**src/rtl/mul_add_issue_ctrl.sv**
```systemverilog
// mul_add_issue_ctrl
// Valid/ready front-end for a fixed-latency, non-stallable multiply-add
// pipeline (p = a*b + c). Operands are forwarded combinationally to the
// pipeline. A valid shift register tracks which pipeline slots carry real
// work. Real results are captured into a small output FIFO. Credits
// (queued + in-flight < DEPTH) ensure that a capture never meets a full
// FIFO, even though the pipeline cannot stall.
//
// Ports:
//   clk, rst                  clock, synchronous active-high reset
//   in_valid/in_ready         operand handshake
//   in_a, in_b, in_c          operands
//   pipe_a, pipe_b, pipe_c    operands to the pipeline (copy of in_*)
//   pipe_p                    pipeline result, LATENCY edges after sampling
//   out_valid/out_ready       result handshake
//   out_p                     FIFO head result
//   idle                      nothing in flight and FIFO empty
//
// DEPTH must be a power of two, at least 2, and at least LATENCY.
module mul_add_issue_ctrl #(
  parameter int WIDTH   = 16,
  parameter int LATENCY = 3,
  parameter int DEPTH   = 4
) (
  input  logic             clk,
  input  logic             rst,
  input  logic             in_valid,
  output logic             in_ready,
  input  logic [WIDTH-1:0] in_a,
  input  logic [WIDTH-1:0] in_b,
  input  logic [WIDTH-1:0] in_c,
  output logic [WIDTH-1:0] pipe_a,
  output logic [WIDTH-1:0] pipe_b,
  output logic [WIDTH-1:0] pipe_c,
  input  logic [WIDTH-1:0] pipe_p,
  output logic             out_valid,
  input  logic             out_ready,
  output logic [WIDTH-1:0] out_p,
  output logic             idle
);

  localparam int AW = $clog2(DEPTH);
  localparam int PW = AW + 1;

  logic               issue;
  logic               capture;
  logic               push;
  logic               pop;

  logic [LATENCY-1:0] vld_reg;
  logic [LATENCY-1:0] vld_next;
  logic [PW-1:0]      inflight_reg;
  logic [PW-1:0]      inflight_next;

  logic [WIDTH-1:0]   mem [DEPTH];
  logic [PW-1:0]      rd_ptr_reg;
  logic [PW-1:0]      rd_ptr_next;
  logic [PW-1:0]      wr_ptr_reg;
  logic [PW-1:0]      wr_ptr_next;
  logic [PW-1:0]      count_reg;
  logic [PW-1:0]      count_next;
  logic [PW:0]        occupancy;

  // The pipeline samples every edge; only the handshake decides whether
  // the sample is real work.
  assign pipe_a = in_a;
  assign pipe_b = in_b;
  assign pipe_c = in_c;

  assign issue   = in_valid & in_ready;
  assign capture = vld_reg[LATENCY-1];
  assign push    = capture;
  assign pop     = out_valid & out_ready;

  // Valid shift register: bit gi marks a real operand gi+1 edges old.
  assign vld_next[0] = issue;
  generate
    for (genvar gi = 1; gi < LATENCY; gi++) begin : g_vld
      assign vld_next[gi] = vld_reg[gi-1];
    end
  endgenerate

  // Counter equal to popcount(vld_reg): +1 on issue, -1 as a result lands.
  assign inflight_next = inflight_reg + PW'(issue) - PW'(capture);

  always_comb begin
    rd_ptr_next = rd_ptr_reg;
    wr_ptr_next = wr_ptr_reg;
    count_next  = count_reg + PW'(push) - PW'(pop);
    if (push) begin
      wr_ptr_next = wr_ptr_reg + PW'(1);
    end
    if (pop) begin
      rd_ptr_next = rd_ptr_reg + PW'(1);
    end
  end

  always_ff @(posedge clk) begin
    if (rst) begin
      vld_reg      <= '0;
      inflight_reg <= '0;
      rd_ptr_reg   <= '0;
      wr_ptr_reg   <= '0;
      count_reg    <= '0;
    end else begin
      vld_reg      <= vld_next;
      inflight_reg <= inflight_next;
      rd_ptr_reg   <= rd_ptr_next;
      wr_ptr_reg   <= wr_ptr_next;
      count_reg    <= count_next;
    end
  end

  // Storage carries no reset; the pointers and count define its contents.
  always_ff @(posedge clk) begin
    if (push) begin
      mem[wr_ptr_reg[AW-1:0]] <= pipe_p;
    end
  end

  // The credit check uses registered state only, so a pop frees a slot
  // one cycle later and out_ready never reaches in_ready combinationally.
  assign occupancy = {1'b0, count_reg} + {1'b0, inflight_reg};
  assign in_ready  = !rst && (occupancy < (PW + 1)'(DEPTH));

  assign out_valid = (count_reg != '0);
  assign out_p     = mem[rd_ptr_reg[AW-1:0]];
  assign idle      = (inflight_reg == '0) && (count_reg == '0);

  // A capture into a full FIFO would lose a result; credits rule it out.
  always_ff @(posedge clk) begin
    if (!rst) begin
      assert (!(push && (count_reg == PW'(DEPTH))));
    end
  end

endmodule

```
**config.mk**
```make
export PLATFORM = sky130hd
export DESIGN_NAME = mul_add_issue_ctrl
export DESIGN_NICKNAME = d
export VERILOG_FILES = /design/src/rtl/mul_add_issue_ctrl.sv
export SDC_FILE = /design/constraint.sdc
export NUM_CORES = 1
export LEC_CHECK = 0
export CAP_MARGIN = 20
export CORE_AREA = 5 5 99 101
export DETAILED_ROUTE_END_ITERATION = 7
export DIE_AREA = 0 0 104 106
export PLACE_DENSITY_LB_ADDON = 0.1
export SLEW_MARGIN = 15
export SYNTH_ARGS = -nofsm -noshare
export SYNTH_HDL_FRONTEND = slang
export SYNTH_SLANG_ARGS = --single-unit
export TNS_END_PERCENT = 5
```
**constraint.sdc**
```tcl
create_clock -name clk -period 4.9 [get_ports clk]
set_clock_uncertainty 0.1 [all_clocks]
set_input_delay 1.47 -clock clk [delete_from_list [all_inputs] [get_ports clk]]
set_output_delay 1.47 -clock clk [all_outputs]
set_load 0.1 [all_outputs]
```
# Yosys cells after proc, flatten, opt, wreduce, memory -nomap -nowiden
# Memory sizes are Yosys's and may differ from the RTL's. A register that Yosys moved wholly into a read port is not among the register bits.
# Index checks and enable logic that the tools add are counted.
# Widths: inputs -> output; s select.
word_totals:
  register_bits: 15
  ramBits: 64
  inputBits: 68
  out_inout_bits: 67
  word_cells: 26
  mem_count: 1
memory_table:
  columns: ["name", "words", "width", "rd", "rd_ports_with_merged_regs", "wr", "line_no", "text"]
  rows:
  - ["mem", 4, 16, 1, 1, 1, "55", "logic [WIDTH-1:0] mem [DEPTH];"]
op_classes:
  addsub: 7
  magnitude_cmp: 1
  muxes: 4
  bitwise_logic: 2
  reduce_logical: 6
ops:
  columns: ["cell", "n"]
  rows:
  - ["$add 3x1->3", 2]
  - ["$add 3x1->3 const B", 2]
  - ["$logic_not 3->1", 2]
  - ["$sub 3x1->3", 2]
  - ["$add 3x3->4", 1]
  - ["$lt 4x3->1 const B", 1]
  - ["$mux 2", 2]
  - ["$reduce_bool 3->1", 1]
  - ["$and 1x1->1", 2]
  - ["$logic_and 1x1->1", 2]
  - ["$mux 1", 2]
  - ["$logic_not 1->1", 1]

# Logic depth before layout (Yosys ltp)
# Gate-level depths: netlist (run 1).
logic_depth:
  ltp_word: 6
  depth_mapped: 8
  ltp_nobuf: 8

# Worst setup path before layout (run 1)
# Ideal clock, no wire load.
synth_timing:
  path_kind: "flip-flop to output port"
  startpoint: "register count_reg[0]"
  endpoint: "output port idle"
  arrival_time_ns: 4.091
  required_time_ns: 3.330
  setup_slack_ns: -0.761
  stages_incl_launch_ff: 3
  path_buffers: 0
  path_cell_list: "dfxtp_1 -> or3_1 -> nor4_1"
synth_via:
  elab_chain_cells: 2
synth_lines:
  columns: ["element", "line_no", "text"]
  rows:
  - ["start: declaration", "60", "logic [PW-1:0] count_reg;"]
  - ["start signal: assignment", "110", "count_reg <= count_next;"]
  - ["$logic_not 3->1", "128", "assign idle = (inflight_reg == '0) && (count_reg == '0);"]
  - ["$logic_and 1x1->1", "128", null]
  - ["end: declaration", "39", "output logic idle"]
# No other way between the ends.

# Final worst setup path (run 1)
layout_timing:
  startpoint: "input port rst"
  endpoint: "output port in_ready"
layout_via:
  elab_chain_cells: 2
layout_lines:
  columns: ["element", "line_no", "text"]
  rows:
  - ["start: declaration", "26", "input logic rst,"]
  - ["$logic_not 1->1", null, null]
  - ["$logic_and 1x1->1", "124", "assign in_ready = !rst && (occupancy < (PW + 1)'(DEPTH));"]
  - ["end: declaration", "28", "output logic in_ready,"]
# No other way between the ends.

==> impl_metrics.yaml, run 1 <==
run_status:
  outcome: "completed"
timing:
  report.final.slew_viol_count: 0
  finalSetupViolCount: 0
  final_cycle_utilization_of_the_critical_path: 0.899
  final_worst_path_period_need_ps: 4400
  max-slew-margin-rel: 0.346
  hold_viol_final: 0
  grt_setup_unrepaired: "no"
  fmaxAchievable_ghz: 0.227
  max_slew.worst_pin.slew_ps: 978
final_layout:
  layout.cell_area.non_filler_um2: 3760
  number_of_flip_flops_under_the_largest_register_name: 64
  final_layout_size_suffix_gt1_frac: 0.257
  area_growth_pct: 9.14
  layout_commonest_cell: "sky130_fd_sc_hd__edfxtp_1"
  insertedDiodeCount: 0
  mostFrequentLayoutCells: "sky130_fd_sc_hd__edfxtp_1 (64), sky130_fd_sc_hd__clkdlybuf4s50_1 (20), sky130_fd_sc_hd__buf_4 (19)"
  finalNetCount: 281
power_and_ir_drop:
  cellInternalPower_w: 0.00131
  p_sw_frac: 0.389
  p_total_w: 0.00214
  share_clk_of_total_power: 0.238
  power.switching_w: 0.000835
  power.static_leakage_nw: 1.30
  max-vdd-ir-drop_mv: 0.503
  power.share.combinational: 0.384
  p_seq_frac: 0.378
  power_density_nw_per_um2: 569
floorplanning:
  ioPinCount: 135
  die_area_um2: 11000
  die-height_um: 106
  placement_rows: 35
  standard_cell_core_area_um2: 8930
  initial_core_utilization: 0.386
  floorplan.die.width_um: 104
setup_path:
  cp.arrival_ps: 2830
  critPathKind: "input pin to primary output"
  setup.worst_path.end_class: "primary output"
  worstSetupStartpointType: "input pin"
  worst-path-max-fanout: 3
  critPathRequiredTime_ps: 3330
clock_tree:
  clk_path_buf_depth: 2
  clock_sinks: 79
  cts_inserted_buffers: 9
  cts_root_buffer: "sky130_fd_sc_hd__clkbuf_8"
  cts_hold_buf: 0
  cts.htree.levels: 3
  cts_setup_buffers: 0
  clk-insertion-delay-late_ps: 340
  post_cts_sizing_count: 0
  path_clk_slew_ps: 70
  tritoncts: "built"
synth:
  async_reset_ff_frac: 0
  synth_top_area_cell: "sky130_fd_sc_hd__edfxtp_1"
  dominant_register_cell_in_the_synthesized_netlist: "sky130_fd_sc_hd__edfxtp_1"
  number_of_warning_messages_in_the_yosys_log: 0
  synth_top_cells_by_area: "sky130_fd_sc_hd__edfxtp_1 (56%), sky130_fd_sc_hd__buf_4 (10%), sky130_fd_sc_hd__mux4_2 (10%), sky130_fd_sc_hd__dfxtp_1 (8.7%), sky130_fd_sc_hd__ha_1 (3.6%)"
  post_synthesis_average_cell_area_um2: 17.0
  mappedNetlistNets: 283
  register_bit_total_from_synthesis: 79
  ys_types: 27
  synth_area_um2: 3450
  synthCells: 203
  netlist.area_leader.share: 0.557
  synth_edf_count: 64
  ys_seq_area_frac: 0.644
global_route:
  first_global_vias: 1783
  grt_max_degree: 17
  globalRouteTotalUtil: 0.119
  global_route_wire_length_before_repair_um: 9830
  gr-total-overflow: 0
  grt_antenna_before_repair: 0
drt:
  final_antenna_net_count: 0
  drt-initial-drc-count: 28
  via_per_inst: 4.97
  routedWlPerCell_um: 20.0
  drc: 0
  drt-total-wl_um: 6330
  via_count: 1574
  drt_pass1_iterations: 3
placed_design:
  number_of_port_buffers: 38
  post-dp-hpwl_um: 4300
  place_congestion: 0.769
  placed_cell_area_um2: 3550
job:
  max_cap_viol_count: 0
min_path:
  min_path_type: "register to register"
[layer usage]
metal  track usage  vias up  routed length (um)
li1              -      694                   -
met1         0.120      773                2270
met2         0.206       72                3290
met3        0.0395       35                 488
met4        0.0823        0                 281
met5             0        -                   0
[logic make-up (layout without fill, tap and decap cells)]
logic type,count (synthesis),count (layout),synth area share
compound gates,5,5,0.0120
xor+xnor,3,3,0.0160
fa+ha+maj,12,12,0.0479
buf+inv,63,66,0.128
flops,79,79,0.644
mux,20,20,0.117
simple gates,21,21,0.0345
[metrics by stage]
step | hold WS [ps] | util | instances | worst slack (ps) | setup TNS (ps)
finish | 346 | 0.421 | 317 | 495 | 0
floorplan | 314 | - | 203 | -112 | -112
CTS | 349 | 0.421 | 317 | 500 | 0
detailed placement | 330 | 0.398 | 301 | 517 | 0
global placement | 321 | 0.398 | 301 | 537 | 0
global route | 362 | 0.421 | 317 | 442 | 0
[power by group through the flow]
stage	logic [W]	clock network (W)	registers, W
floorplan	0.000873	0	0.000806
global route	0.000874	0.000558	0.000816
CTS	0.000838	0.000523	0.000811
global placement	0.000818	0	0.000822
finish	0.000824	0.000510	0.000810
detailed placement	0.000835	0	0.000826
[worst max-delay path, cell delays in order]
cell                              delay, ps
sky130_fd_sc_hd__clkdlybuf4s50_1        410
sky130_fd_sc_hd__or4_4                  430
sky130_fd_sc_hd__a31oi_1                290
sky130_fd_sc_hd__buf_12                 220
[cells in the mapped netlist (all sizes together) (2+ instances only)]
cell type,instances
a311oi,2
and2,4
buf,52
dfxtp,15
edfxtp,64
fa,2
ha,10
inv,10
mux2,3
mux4,16
nor2,7
nor2b,7
[path summary, 6_finish.rpt]
path	cells after the start	to	slack (ps)	from
worst max register to register	8	inflight_reg[2]$_SDFF_PP0_	2400	inflight_reg[2]$_SDFF_PP0_
worst max-delay path	4	in_ready	500	rst
worst min register to register	1	vld_reg[2]$_SDFF_PP0_	350	vld_reg[1]$_SDFF_PP0_
worst min-delay path	1	vld_reg[2]$_SDFF_PP0_	350	vld_reg[1]$_SDFF_PP0_
[final cells by class]
type | count | area, um2
Fill cell | 813 | 5170
Tap cell | 111 | 139
Inverter | 10 | 37.5
Clock buffer | 10 | 128
Multi-Input combinational cell | 61 | 791
Sequential cell | 79 | 2220
Timing Repair Buffer | 40 | 363
Clock inverter | 6 | 85.1
No activity file was read; power rests on OpenSTA's default activity.
==> run 2, diff against run 1 <==
--- a/config.mk
+++ b/config.mk
@@ -14,4 +14,3 @@
 export SYNTH_ARGS = -nofsm -noshare
 export SYNTH_HDL_FRONTEND = slang
 export SYNTH_SLANG_ARGS = --single-unit
-export TNS_END_PERCENT = 5
==> impl_metrics.yaml, run 2 (synthesis gave the netlist of run 1 again) <==
run_status:
  outcome: "completed"
global_route:
  first_global_vias: 1765
  gr-total-overflow: 0
  grt_max_degree: 17
  grt_antenna_before_repair: 0
  globalRouteTotalUtil: 0.112
  global_route_wire_length_before_repair_um: 9370
min_path:
  min_from: "vld_reg[0]$_SDFF_PP0_"
  whs_endpoint: "vld_reg[1]$_SDFF_PP0_"
  min_path_type: "register to register"
  min_delay_path_depth: 1
final_layout:
  fillerInstances: 815
  layout_commonest_cell: "sky130_fd_sc_hd__edfxtp_1"
  insertedDiodeCount: 0
  utilization: 0.425
  mostFrequentLayoutCells: "sky130_fd_sc_hd__edfxtp_1 (64), sky130_fd_sc_hd__clkdlybuf4s50_1 (20), sky130_fd_sc_hd__buf_4 (19)"
  finalNetCount: 281
  final_layout_size_suffix_gt1_frac: 0.263
  number_of_flip_flops_under_the_largest_register_name: 64
  layout.cell_area.non_filler_um2: 3790
  area_growth_pct: 9.94
drt:
  drt-total-wl_um: 5940
  via_per_inst: 4.89
  drt-initial-drc-count: 48
  drc: 0
  final_antenna_net_count: 0
  routedWlPerCell_um: 18.8
  drt_pass1_iterations: 4
  via_count: 1544
placed_design:
  place_congestion: 0.735
  number_of_port_buffers: 38
  placed_cell_area_um2: 3560
  pre_cts_ws_ps: 565
  post-dp-hpwl_um: 3950
setup_path:
  critPathRequiredTime_ps: 3330
  cp.arrival_ps: 2770
  setup.worst_path.end_class: "primary output"
  worst_path_dominant_cell_family: "buffers and inverters"
  worst-path-max-fanout: 3
  r2r_start: "count_reg[2]$_SDFF_PP0_"
  worstSetupStartpointType: "input pin"
  critPathKind: "input pin to primary output"
  timing.critical_path.slowest_cell_delay_ps: 440
  cpMaxStageDelayCell: "sky130_fd_sc_hd__or4_4"
  path_cells: "clkdlybuf4s50_1 -> or4_4 -> a31oi_2 -> buf_12"
  bufs_and_invs_on_worst_path: 2
  r2r_cells: 8
  worst_r2r_endpoint: "inflight_reg[2]$_SDFF_PP0_"
  worst-r2r-setup-slack_ps: 2420
clock_tree:
  clk-insertion-delay-late_ps: 340
  cts_hold_buf: 0
  post_cts_sizing_count: 0
  clock_sinks: 79
  cts_inserted_buffers: 9
  tritoncts: "built"
  cts.htree.levels: 3
  clk_path_buf_depth: 2
  cts_setup_buffers: 0
  cts_root_buffer: "sky130_fd_sc_hd__clkbuf_8"
  path_clk_slew_ps: 80
power_and_ir_drop:
  power.switching_w: 0.000836
  power.share.combinational: 0.376
  p_seq_frac: 0.368
  power.static_leakage_nw: 1.31
  power_density_nw_per_um2: 579
  cellInternalPower_w: 0.00136
  p_total_w: 0.00220
  max-vdd-ir-drop_mv: 0.351
  p_sw_frac: 0.381
  share_clk_of_total_power: 0.255
timing:
  report.final.slew_viol_count: 0
  grt_setup_unrepaired: "no"
  hold_viol_final: 0
  fmaxAchievable_ghz: 0.231
  final_cycle_utilization_of_the_critical_path: 0.885
  final_worst_path_period_need_ps: 4340
  tns_ps: 0
  max_slew.worst_pin.slew_ps: 971
  postLayoutSetupSlackWorst_ps: 562
  max-slew-margin-rel: 0.351
  finalSetupViolCount: 0
floorplanning:
  die-height_um: 106
  floorplan.die.width_um: 104
  ioPinCount: 135
  standard_cell_core_area_um2: 8930
  initial_core_utilization: 0.386
  die_area_um2: 11000
  placement_rows: 35
job:
  max_cap_viol_count: 0
-- run 2: cell types whose count changed in the layout (fill, tap and decap cells not counted) --
cell / delta
sky130_fd_sc_hd__a31oi_1: -1
sky130_fd_sc_hd__bufinv_16: +1
sky130_fd_sc_hd__a31oi_2: +1
sky130_fd_sc_hd__clkbuf_1: -1
sky130_fd_sc_hd__clkinv_2: -1
-- run 2: per-stage QoR --
stage | hold slack, ps | cells
6_report | 343 | 316
5_1_grt | 371 | 316
4_1_cts | 349 | 316
3_5_place_dp | 329 | 301
3_3_place_gp | 317 | 301
2_1_floorplan | 314 | 203
-- run 2: layer usage --
layer  track usage  wire length, um  vias up
li1              -                -      691
met1         0.122             2280      752
met2         0.173             2940       79
met3        0.0662              591       22
met4        0.0583              129        0
met5             0                0        -
-- run 2: worst max-delay path by stage --
| stage | from | end | slack [ps] | cells after the start |
|---|---|---|---|---|
| 6_report | rst | in_ready | 560 | 4 |
| 5_1_grt | rst | in_ready | 540 | 4 |
| 4_1_cts | rst | in_ready | 560 | 4 |
| 3_5_place_dp | rst | in_ready | 560 | 4 |
| 3_3_place_gp | rst | in_ready | 590 | 4 |
| 2_1_floorplan | count_reg[0]$_SDFF_PP0_ | idle | 400 | 2 |
-- run 2: cell type report --
type,instances,area (um2),area share
Sequential cell,79,2220,0.586
Multi-Input combinational cell,61,797,0.210
Timing Repair Buffer,40,363,0.0957
Tap cell,111,139,0.0366
Clock buffer,9,124,0.0327
Clock inverter,6,110,0.0290
Inverter,10,37.5,0.00990
-- run 2: power groups by stage --
stage / Combinational, W / Sequential (W) / Clock [W]
6_report: 0.000827 / 0.000809 / 0.000560
5_1_grt: 0.000870 / 0.000816 / 0.000609
4_1_cts: 0.000839 / 0.000810 / 0.000576
3_5_place_dp: 0.000838 / 0.000826 / 0
3_3_place_gp: 0.000823 / 0.000822 / 0
2_1_floorplan: 0.000877 / 0.000807 / 0
==> run 3, diff against run 2 <==
--- a/config.mk
+++ b/config.mk
@@ -7,6 +7,7 @@
 export LEC_CHECK = 0
 export CAP_MARGIN = 20
 export CORE_AREA = 5 5 99 101
+export CTS_BUF_LIST = sky130_fd_sc_hd__clkbuf_16
 export DETAILED_ROUTE_END_ITERATION = 7
 export DIE_AREA = 0 0 104 106
 export PLACE_DENSITY_LB_ADDON = 0.1
==> impl_metrics.yaml, run 3 (synthesis gave the netlist of run 1 again) <==
final_layout:
  layout_commonest_cell: "sky130_fd_sc_hd__edfxtp_1"
  fillerInstances: 802
  final_layout_size_suffix_gt1_frac: 0.263
  area_growth_pct: 12.9
  finalNetCount: 281
  insertedDiodeCount: 0
  number_of_flip_flops_under_the_largest_register_name: 64
  mostFrequentLayoutCells: "sky130_fd_sc_hd__edfxtp_1 (64), sky130_fd_sc_hd__clkdlybuf4s50_1 (20), sky130_fd_sc_hd__buf_4 (19)"
clock_tree:
  path_clk_slew_ps: 60
  cts_inserted_buffers: 9
  clock_sinks: 79
  clk-insertion-delay-late_ps: 330
  clk_path_buf_depth: 2
  cts_root_buffer: "sky130_fd_sc_hd__clkbuf_16"
  cts.htree.levels: 3
  tritoncts: "built"
  cts_setup_buffers: 0
  post_cts_sizing_count: 0
  cts_hold_buf: 0
drt:
  via_count: 1552
  drt-initial-drc-count: 51
  via_per_inst: 4.91
  drc: 0
  final_antenna_net_count: 0
  drt_pass1_iterations: 4
  drt-total-wl_um: 5850
  routedWlPerCell_um: 18.5
global_route:
  grt_max_degree: 17
  first_global_vias: 1763
  global_route_wire_length_before_repair_um: 9310
  globalRouteTotalUtil: 0.111
  grt_antenna_before_repair: 0
  gr-total-overflow: 0
setup_path:
  worst-path-max-fanout: 3
  setup.worst_path.end_class: "primary output"
  path_cells: "clkdlybuf4s50_1 -> or4_4 -> a31oi_2 -> buf_12"
  critPathKind: "input pin to primary output"
  timing.critical_path.slowest_cell_delay_ps: 440
  worst-r2r-setup-slack_ps: 2420
  worstSetupStartpointType: "input pin"
  worst_path_dominant_cell_family: "buffers and inverters"
  cpMaxStageDelayCell: "sky130_fd_sc_hd__or4_4"
  critPathRequiredTime_ps: 3330
  bufs_and_invs_on_worst_path: 2
  cp.arrival_ps: 2770
run_status:
  outcome: "completed"
timing:
  max-slew-margin-rel: 0.351
  finalSetupViolCount: 0
  fmaxAchievable_ghz: 0.231
  hold_viol_final: 0
  grt_setup_unrepaired: "no"
  final_worst_path_period_need_ps: 4340
  max_slew.worst_pin.slew_ps: 971
  hold_ws_ps: 338
  final_cycle_utilization_of_the_critical_path: 0.885
  tns_ps: 0
  report.final.slew_viol_count: 0
placed_design:
  number_of_port_buffers: 38
  place_congestion: 0.735
  post-dp-hpwl_um: 3950
floorplanning:
  standard_cell_core_area_um2: 8930
  die-height_um: 106
  floorplan.die.width_um: 104
  ioPinCount: 135
  placement_rows: 35
  initial_core_utilization: 0.386
  die_area_um2: 11000
power_and_ir_drop:
  power_density_nw_per_um2: 609
  max-vdd-ir-drop_mv: 0.354
  power.static_leakage_nw: 1.36
min_path:
  min_path_type: "register to register"
job:
  max_cap_viol_count: 0
[run 3: cell counts in the layout (fill, tap and decap cells not counted)]
No cell type changed its count.
[run 3: final timing paths]
path	cells past startpoint	startpoint	to
worst max register to register	8	count_reg[2]$_SDFF_PP0_	inflight_reg[2]$_SDFF_PP0_
worst min register to register	1	vld_reg[1]$_SDFF_PP0_	vld_reg[2]$_SDFF_PP0_
worst min-delay path	1	vld_reg[1]$_SDFF_PP0_	vld_reg[2]$_SDFF_PP0_
worst max-delay path	4	rst	in_ready
[run 3: area by class of cell]
cell class                      instances  area (um2)  share of cell area
Sequential cell                        79        2220               0.571
Multi-Input combinational cell         61         797               0.205
Timing Repair Buffer                   40         363              0.0932
Inverter                               10        37.5             0.00964
Clock inverter                          6         110              0.0283
Tap cell                              111         139              0.0357
Clock buffer                            9         225              0.0578
[run 3: layer usage]
layer | track usage | vias to the layer above | wire length [um]
li1 | - | 697 | -
met1 | 0.123 | 747 | 2290
met2 | 0.167 | 77 | 2800
met3 | 0.0607 | 31 | 562
met4 | 0.0648 | 0 | 200
met5 | 0 | - | 0
[run 3: where the power goes]
group / total [W] / leakage [nW] / internal (W) / switching (W)
Combinational: 0.000827 / 0.501 / 0.000261 / 0.000566
Clock: 0.000734 / 0.159 / 0.000493 / 0.000241
Sequential: 0.000810 / 0.699 / 0.000766 / 0.0000443
[run 3: per-stage QoR]
stage	power, W	utilization	area [um2]	instances	setup WS (ps)
after floorplan	0.00168	-	3460	203	397
after global placement	0.00164	0.398	3560	301	589
after detailed placement	0.00166	0.398	3560	301	565
after CTS	0.00240	0.436	3890	316	563
after global routing	0.00247	0.436	3890	316	538
final	0.00237	0.436	3890	316	562
